[config.mk]
export PLATFORM = sky130hd
export DESIGN_NAME = wb_arbiter
export DESIGN_NICKNAME = d
export VERILOG_FILES = /design/src/rtl/wb_arbiter.sv
export SDC_FILE = /design/constraint.sdc
export NUM_CORES = 1
export LEC_CHECK = 0
export CAP_MARGIN = 20
export CORE_MARGIN = 5
export CORE_UTILIZATION = 31
export DETAILED_ROUTE_END_ITERATION = 16
export PLACE_DENSITY_LB_ADDON = 0.12
export SYNTH_ARGS = -nofsm -noshare
export SYNTH_HDL_FRONTEND = slang
export SYNTH_SLANG_ARGS = --single-unit
[constraint.sdc]
create_clock -name clk -period 1.1 [get_ports clk]
set_input_delay 0.165 -clock clk [delete_from_list [all_inputs] [get_ports clk]]
set_output_delay 0.165 -clock clk [all_outputs]
set_load 0.05 [all_outputs]
[src/rtl/wb_arbiter.sv]
// ============================================================================
// Module   : wb_arbiter
// Brief    : Two-source register-file write-back arbiter (ALU port A, load
//            port B) with round-robin tie-break and a registered write port.
//            Optional per-register pending-write scoreboard, compiled only
//            when WB_ARBITER_SCOREBOARD_EN is defined; otherwise busy is 0.
// Revision : 1.0 - initial release
// ============================================================================
`default_nettype none

module wb_arbiter #(
  parameter int DATA_W = 16,
  parameter int ADDR_W = 3
) (
  input  logic                 clk,
  input  logic                 reset,
  input  logic                 a_valid,
  output logic                 a_ready,
  input  logic [ADDR_W-1:0]    a_addr,
  input  logic [DATA_W-1:0]    a_data,
  input  logic                 b_valid,
  output logic                 b_ready,
  input  logic [ADDR_W-1:0]    b_addr,
  input  logic [DATA_W-1:0]    b_data,
  input  logic                 rsv_valid,
  input  logic [ADDR_W-1:0]    rsv_addr,
  output logic                 write,
  output logic [ADDR_W-1:0]    write_address,
  output logic [DATA_W-1:0]    write_data,
  output logic [2**ADDR_W-1:0] busy,
  output logic                 last_b
);

  localparam int NREG = 2**ADDR_W;

  logic              write_q, write_d;
  logic [ADDR_W-1:0] waddr_q, waddr_d;
  logic [DATA_W-1:0] wdata_q, wdata_d;
  logic              last_b_q, last_b_d;
  logic              grant_a, grant_b;

  // Ready depends only on the other source's valid and the last winner, so
  // a lone requester is always accepted and a tie goes to the one not last served.
  always_comb begin
    a_ready = !reset && (!b_valid || last_b_q);
    b_ready = !reset && (!a_valid || !last_b_q);
    grant_a = a_valid && a_ready;
    grant_b = b_valid && b_ready;
  end

  // Next write-port state: strobe follows any acceptance, address/data hold otherwise.
  always_comb begin
    write_d  = grant_a || grant_b;
    waddr_d  = waddr_q;
    wdata_d  = wdata_q;
    last_b_d = last_b_q;
    if (grant_a) begin
      waddr_d  = a_addr;
      wdata_d  = a_data;
      last_b_d = 1'b0;
    end else if (grant_b) begin
      waddr_d  = b_addr;
      wdata_d  = b_data;
      last_b_d = 1'b1;
    end
  end

  // Write-port and round-robin registers; last_b resets to 1 so A wins the first tie.
  always_ff @(posedge clk or posedge reset) begin
    if (reset) begin
      write_q  <= 1'b0;
      waddr_q  <= '0;
      wdata_q  <= '0;
      last_b_q <= 1'b1;
    end else begin
      write_q  <= write_d;
      waddr_q  <= waddr_d;
      wdata_q  <= wdata_d;
      last_b_q <= last_b_d;
    end
  end

  assign write         = write_q;
  assign write_address = waddr_q;
  assign write_data    = wdata_q;
  assign last_b        = last_b_q;

`ifdef WB_ARBITER_SCOREBOARD_EN
  logic [NREG-1:0] busy_q, busy_d;

  // Clear on the issued write, then set on reservation so a same-edge reserve wins.
  always_comb begin
    busy_d = busy_q;
    if (write_q) begin
      busy_d[waddr_q] = 1'b0;
    end
    if (rsv_valid) begin
      busy_d[rsv_addr] = 1'b1;
    end
  end

  // Pending-write flag register.
  always_ff @(posedge clk or posedge reset) begin
    if (reset) begin
      busy_q <= '0;
    end else begin
      busy_q <= busy_d;
    end
  end

  assign busy = busy_q;
`else
  logic unused_rsv;

  assign unused_rsv = ^{rsv_valid, rsv_addr};
  assign busy       = {NREG{1'b0}};
`endif

endmodule

`default_nettype wire

# Yosys cells after proc, flatten, opt, wreduce, memory -nomap -nowiden

Cells that the tools add are included.
W data, S select, Z words.

Add/subtract/negate cells: 0
Multipliers: 0
Divide/modulo/power cells: 0
Magnitude comparators: 0
Eq/ne operators: 0
Shift operators: 0
Multiplexer cells: 6
Bitwise gates (word level): 0
Reductions and logical operators: 12

Operators by type and width:

| operator            | number |
|---|---|
| $mux W16            | 2 |
| $mux W3             | 2 |
| $logic_and A1 B1 Y1 | 4 |
| $logic_not A1 Y1    | 4 |
| $logic_or A1 B1 Y1  | 3 |
| $mux W1             | 2 |
| $reduce_bool A2 Y1  | 1 |

Register bits after elaboration: 21
Bits in latches: 0
Memory bits (writable): 0
Bits in read-only memories: 0
Input port bits: 46
Logic and storage cells: 22
Memories kept: 0

# Longest topological paths before layout

Depth after elaboration: 6
Mapped depth: 5
Depth with buffers taken out: 3

# Least setup slack after synthesis

OpenSTA, ideal clock, no wires.

Path type: flip-flop to output port
From: register last_b_q (netlist: last_b)
To: output a_ready
Arrival time: 1.594 ns
Slack: -0.659 ns
Stages on the path, launching flop included: 4
Cell sequence: dfstp_2 > nor2b_1 > buf_2 > nor2_1

Cells in the longest elaborated chain, start to end: 2

RTL lines:

| item                   | RTL line | RTL |
|---|---|---|
| start, declared        | 39       | `logic last_b_q, last_b_d;` |
| start signal, assigned | 79       | `last_b_q <= last_b_d;` |
| $logic_or A1 B1 Y1     | 45       | `a_ready = !reset && (!b_valid \|\| last_b_q);` |
| $logic_and A1 B1 Y1    | 45       |  |
| end, declared          | 18       | `output logic a_ready,` |

Every way passes these cells.

# Worst setup path in the final report

From: register last_b_q (netlist: last_b)
To: output b_ready

Cells in the longest elaborated chain, start to end: 3

RTL lines:

| item                | RTL line | RTL |
|---|---|---|
| $logic_not A1 Y1    | 46       | `b_ready = !reset && (!a_valid \|\| !last_b_q);` |
| $logic_or A1 B1 Y1  | 46       |  |
| $logic_and A1 B1 Y1 | 46       |  |
| end, declared       | 22       | `output logic b_ready,` |

Every way passes these cells.

==> summary.txt <==
Worst setup path
  – CP max FO: 4
  – Critical path type: reg2out
  – Cell family with most CP delay: flip-flops
  – Critical Path AT: 1380 ps
  – CP cell instances: buf_12 -> a21oi_4 -> buf_6 -> buf_12
  – Worst r2r src: last_b
  – Register-to-register setup slack: -390 ps
  – Worst setup SP type: register
  – Worst setup endpoint: b_ready
  – Crit path buffers/inverters: 3
  – Reg-to-reg critical path endpoint: write_data[14]
  – Slowest stage delay, CP: 670 ps
  – Worst setup EP type: primary output
  – Cell count along the critical path: 4
  – Slowest CP cell: dfstp_4
  – Cells on worst reg2reg path: 5
  – Worst Path Required: 940 ps
  – CP startpoint: last_b
  – Crit-path most repeated cell: buf_12

GRT
  – Met1 Use GR: 18.2%
  – First-pass GRT wire length: 6.28 mm
  – Largest net degree at the start of global routing: 24
  – Met3 Use GR: 4.06%
  – GRT busiest layer: met2
  – Initial antenna violation count: 0
  – Vias in the first global route: 1319
  – Overall Global Routing Usage: 15.6%
  – Met2 Usage GRT: 27.8%
  – Remaining Overflow, GRT: 0

Layout
  – # diodes: 0
  – Final cell count without fillers: 254
  – Area delta synth->final: 102%
  – Commonest non-fill, non-tap cell in the layout: clkdlybuf4s50_1
  – Area of the multi-input gates: 492 sq um
  – Layout cell share with drive strength beyond 1: 28.4%
  – Highest-count cells in the layout ignoring fill and taps: 41 x clkdlybuf4s50_1, 25 x buf_12, 20 x buf_4, 20 x dfrtp_1, 19 x nor2_1
  – Register area: 531 sq um
  – Fillers: 269
  – Nets: 255

Power
  – Worst vdd rail ir drop: 603 uV
  – Leakage: 0.953 nW
  – PwrDens: 1370 nW/um^2

Timing
  – Period minus WS final: 1550 ps
  – Setup WS post-layout: -446 ps
  – Final Skew: 9.54 ps
  – Max frequency: 647 MHz
  – Hold Violations, Final: 0
  – RSZ-0062 raised after global routing: true
  – Final Setup Violations: 23
  – Fin Setup TNS: -7800 ps
  – Crit share post-route: 141%
  – Max Slew Vio Count: 0

Synthesis
  – Post-synth cell types: 20
  – Post-Synthesis Cell Area: 1110 sq um
  – Synth area leader: dfrtp_1
  – Yosys reg bits: 21
  – Synth top area share: 45.2%
  – Synth area leaders: dfrtp_1 45%, a31oi_1 10%, nand3_1 8.1%, o21ai_0 8.1%, buf_4 8.1%
  – Syn Area/Cell: 8.72 sq um
  – Ys Warns: 0
  – Register area share after synthesis: 47.6%
  – Post-Syn Instances: 127

Floorplan
  – Die width: 69.8 microns
  – Row Count: 21
  – Starting density of the core: 32.7%
  – Die area: 4870 sq um
  – # IOs: 77
  – Core area: 3390 sq um
  – Vert. Die Dim: 69.8 microns

Outcome
  – Outcome: complete, but fails checks
  – Violated checks: setup timing

Placed design
  – Number of placed instances, taps included: 241
  – Routability cong.: 0.752
  – Input/output buffers: 64
  – Post-DP HPWL: 2.85 mm

Routing
  – DRT antenna net count: 0
  – Via Count: 1251
  – WL per Instance: 15.0 microns
  – Detail-routed via count per cell: 4.93
  – Initial DRC Count: 108
  – Drt drc: 0
  – DRT Pass-1 Iters: 4
  – Final WL: 3.80 mm

Clock network
  – Root buf cell: clkbuf_4
  – TritonCTS Buffers: 3
  – Max Root-Sink Buffers: 2
  – CTS tree: built
  – Clock transition at path regs: 120 ps
  – Skew-Pair Late Insertion Delay: 300 ps
  – Sink Count: 21
  – H-tree depth: 1

Flow run
  – Max Cap Viol: 0

Hold path
  – Hold Path Class: in2async
synthesized netlist by cell type:
library cell	number
inv_2	1
nand3_1	18
dfstp_2	1
nand2_1	1
o21ai_0	18
nand2b_1	2
nor2_1	20
and3_1	1
a31oi_1	18
dfrtp_1	20
o21ba_4	1
buf_4	12
inv_1	1
buf_2	7
nor2b_1	1
conb_1	1
o21ai_1	1
buf_6	1
a21oi_1	1
a221o_1	1
per-stage QoR:
stage	worst slack, ps	total power, mW	util [%]	area (sq um)	hold WS (ps)
3_3_place_gp	-304	2.55	61.6	2090	575
5_1_grt	-491	3.22	66.0	2240	428
6_report	-446	3.07	66.0	2240	412
3_5_place_dp	-460	2.58	61.6	2090	576
4_1_cts	-448	3.01	63.9	2160	416
2_1_floorplan	-295	1.77	-	1170	141
cell type report:
| cell class | instances | share of cell area [%] |
|---|---|---|
| tap | 46 | 2.57 |
| multi-input combinational | 91 | 22.0 |
| inverter | 2 | 0.336 |
| clock buffer | 4 | 1.17 |
| timing repair buffer | 90 | 50.2 |
| sequential | 21 | 23.7 |
worst min-delay path by stage:
stage                     slack, ps             to  cells after the start          start
after global routing            430         last_b                      3          reset
final                           410  write_data[8]                      4          reset
after CTS                       420  write_data[9]                      4          reset
after detailed placement        580  write_data[9]                      1  write_data[9]
after floorplan                 140          write                      1          reset
after global placement          580  write_data[9]                      1  write_data[9]
kinds of logic (layout without fill, tap and decap cells):
group                  Yosys count  in the layout  share of synthesized area (%)
and+or+nand+nor                 43             43                           17.5
AOI/OAI and AO/OA               40             40                           21.6
buffers and inverters           22             96                           13.0
DFF                             21             21                           47.6
other                            1              8                          0.339
worst register-to-register path: cells and delay by family (launching register included):
family | cells | cell delay [ps]
compound gates | 1 | 180
simple gates | 2 | 260
flops | 1 | 670
buf+inv | 2 | 290
metal layers:
metal / routed length, microns / part of all wire [%] / vias to the layer above
met5: 0 / 0 / -
met4: 34 / 0.89 / 0
met3: 264 / 6.9 / 2
met2: 1940 / 51 / 45
met1: 1570 / 41 / 606
li1: - / - / 598
power breakdown:
part,internal (mW),total (mW),switching [mW]
Combinational,0.852,1.68,0.824
Sequential,0.893,1.02,0.129
Clock,0.141,0.372,0.231
Total,1.89,3.07,1.18
registers in the layout, indices dropped and copies added, names as in the netlist:
name	count
last_b	1
write_address	3
write_data	16
write	1
what timing repair did:
action / in CTS / in global routing
gates resized for setup: 6 / 4
cloned: 0 / 1
setup buffers: 2 / 6
endpoints found under the setup margin: 22 / 30
hold buffers: 0 / 0
pin swaps: 2 / 3
Power figures use the tool's default switching activity.
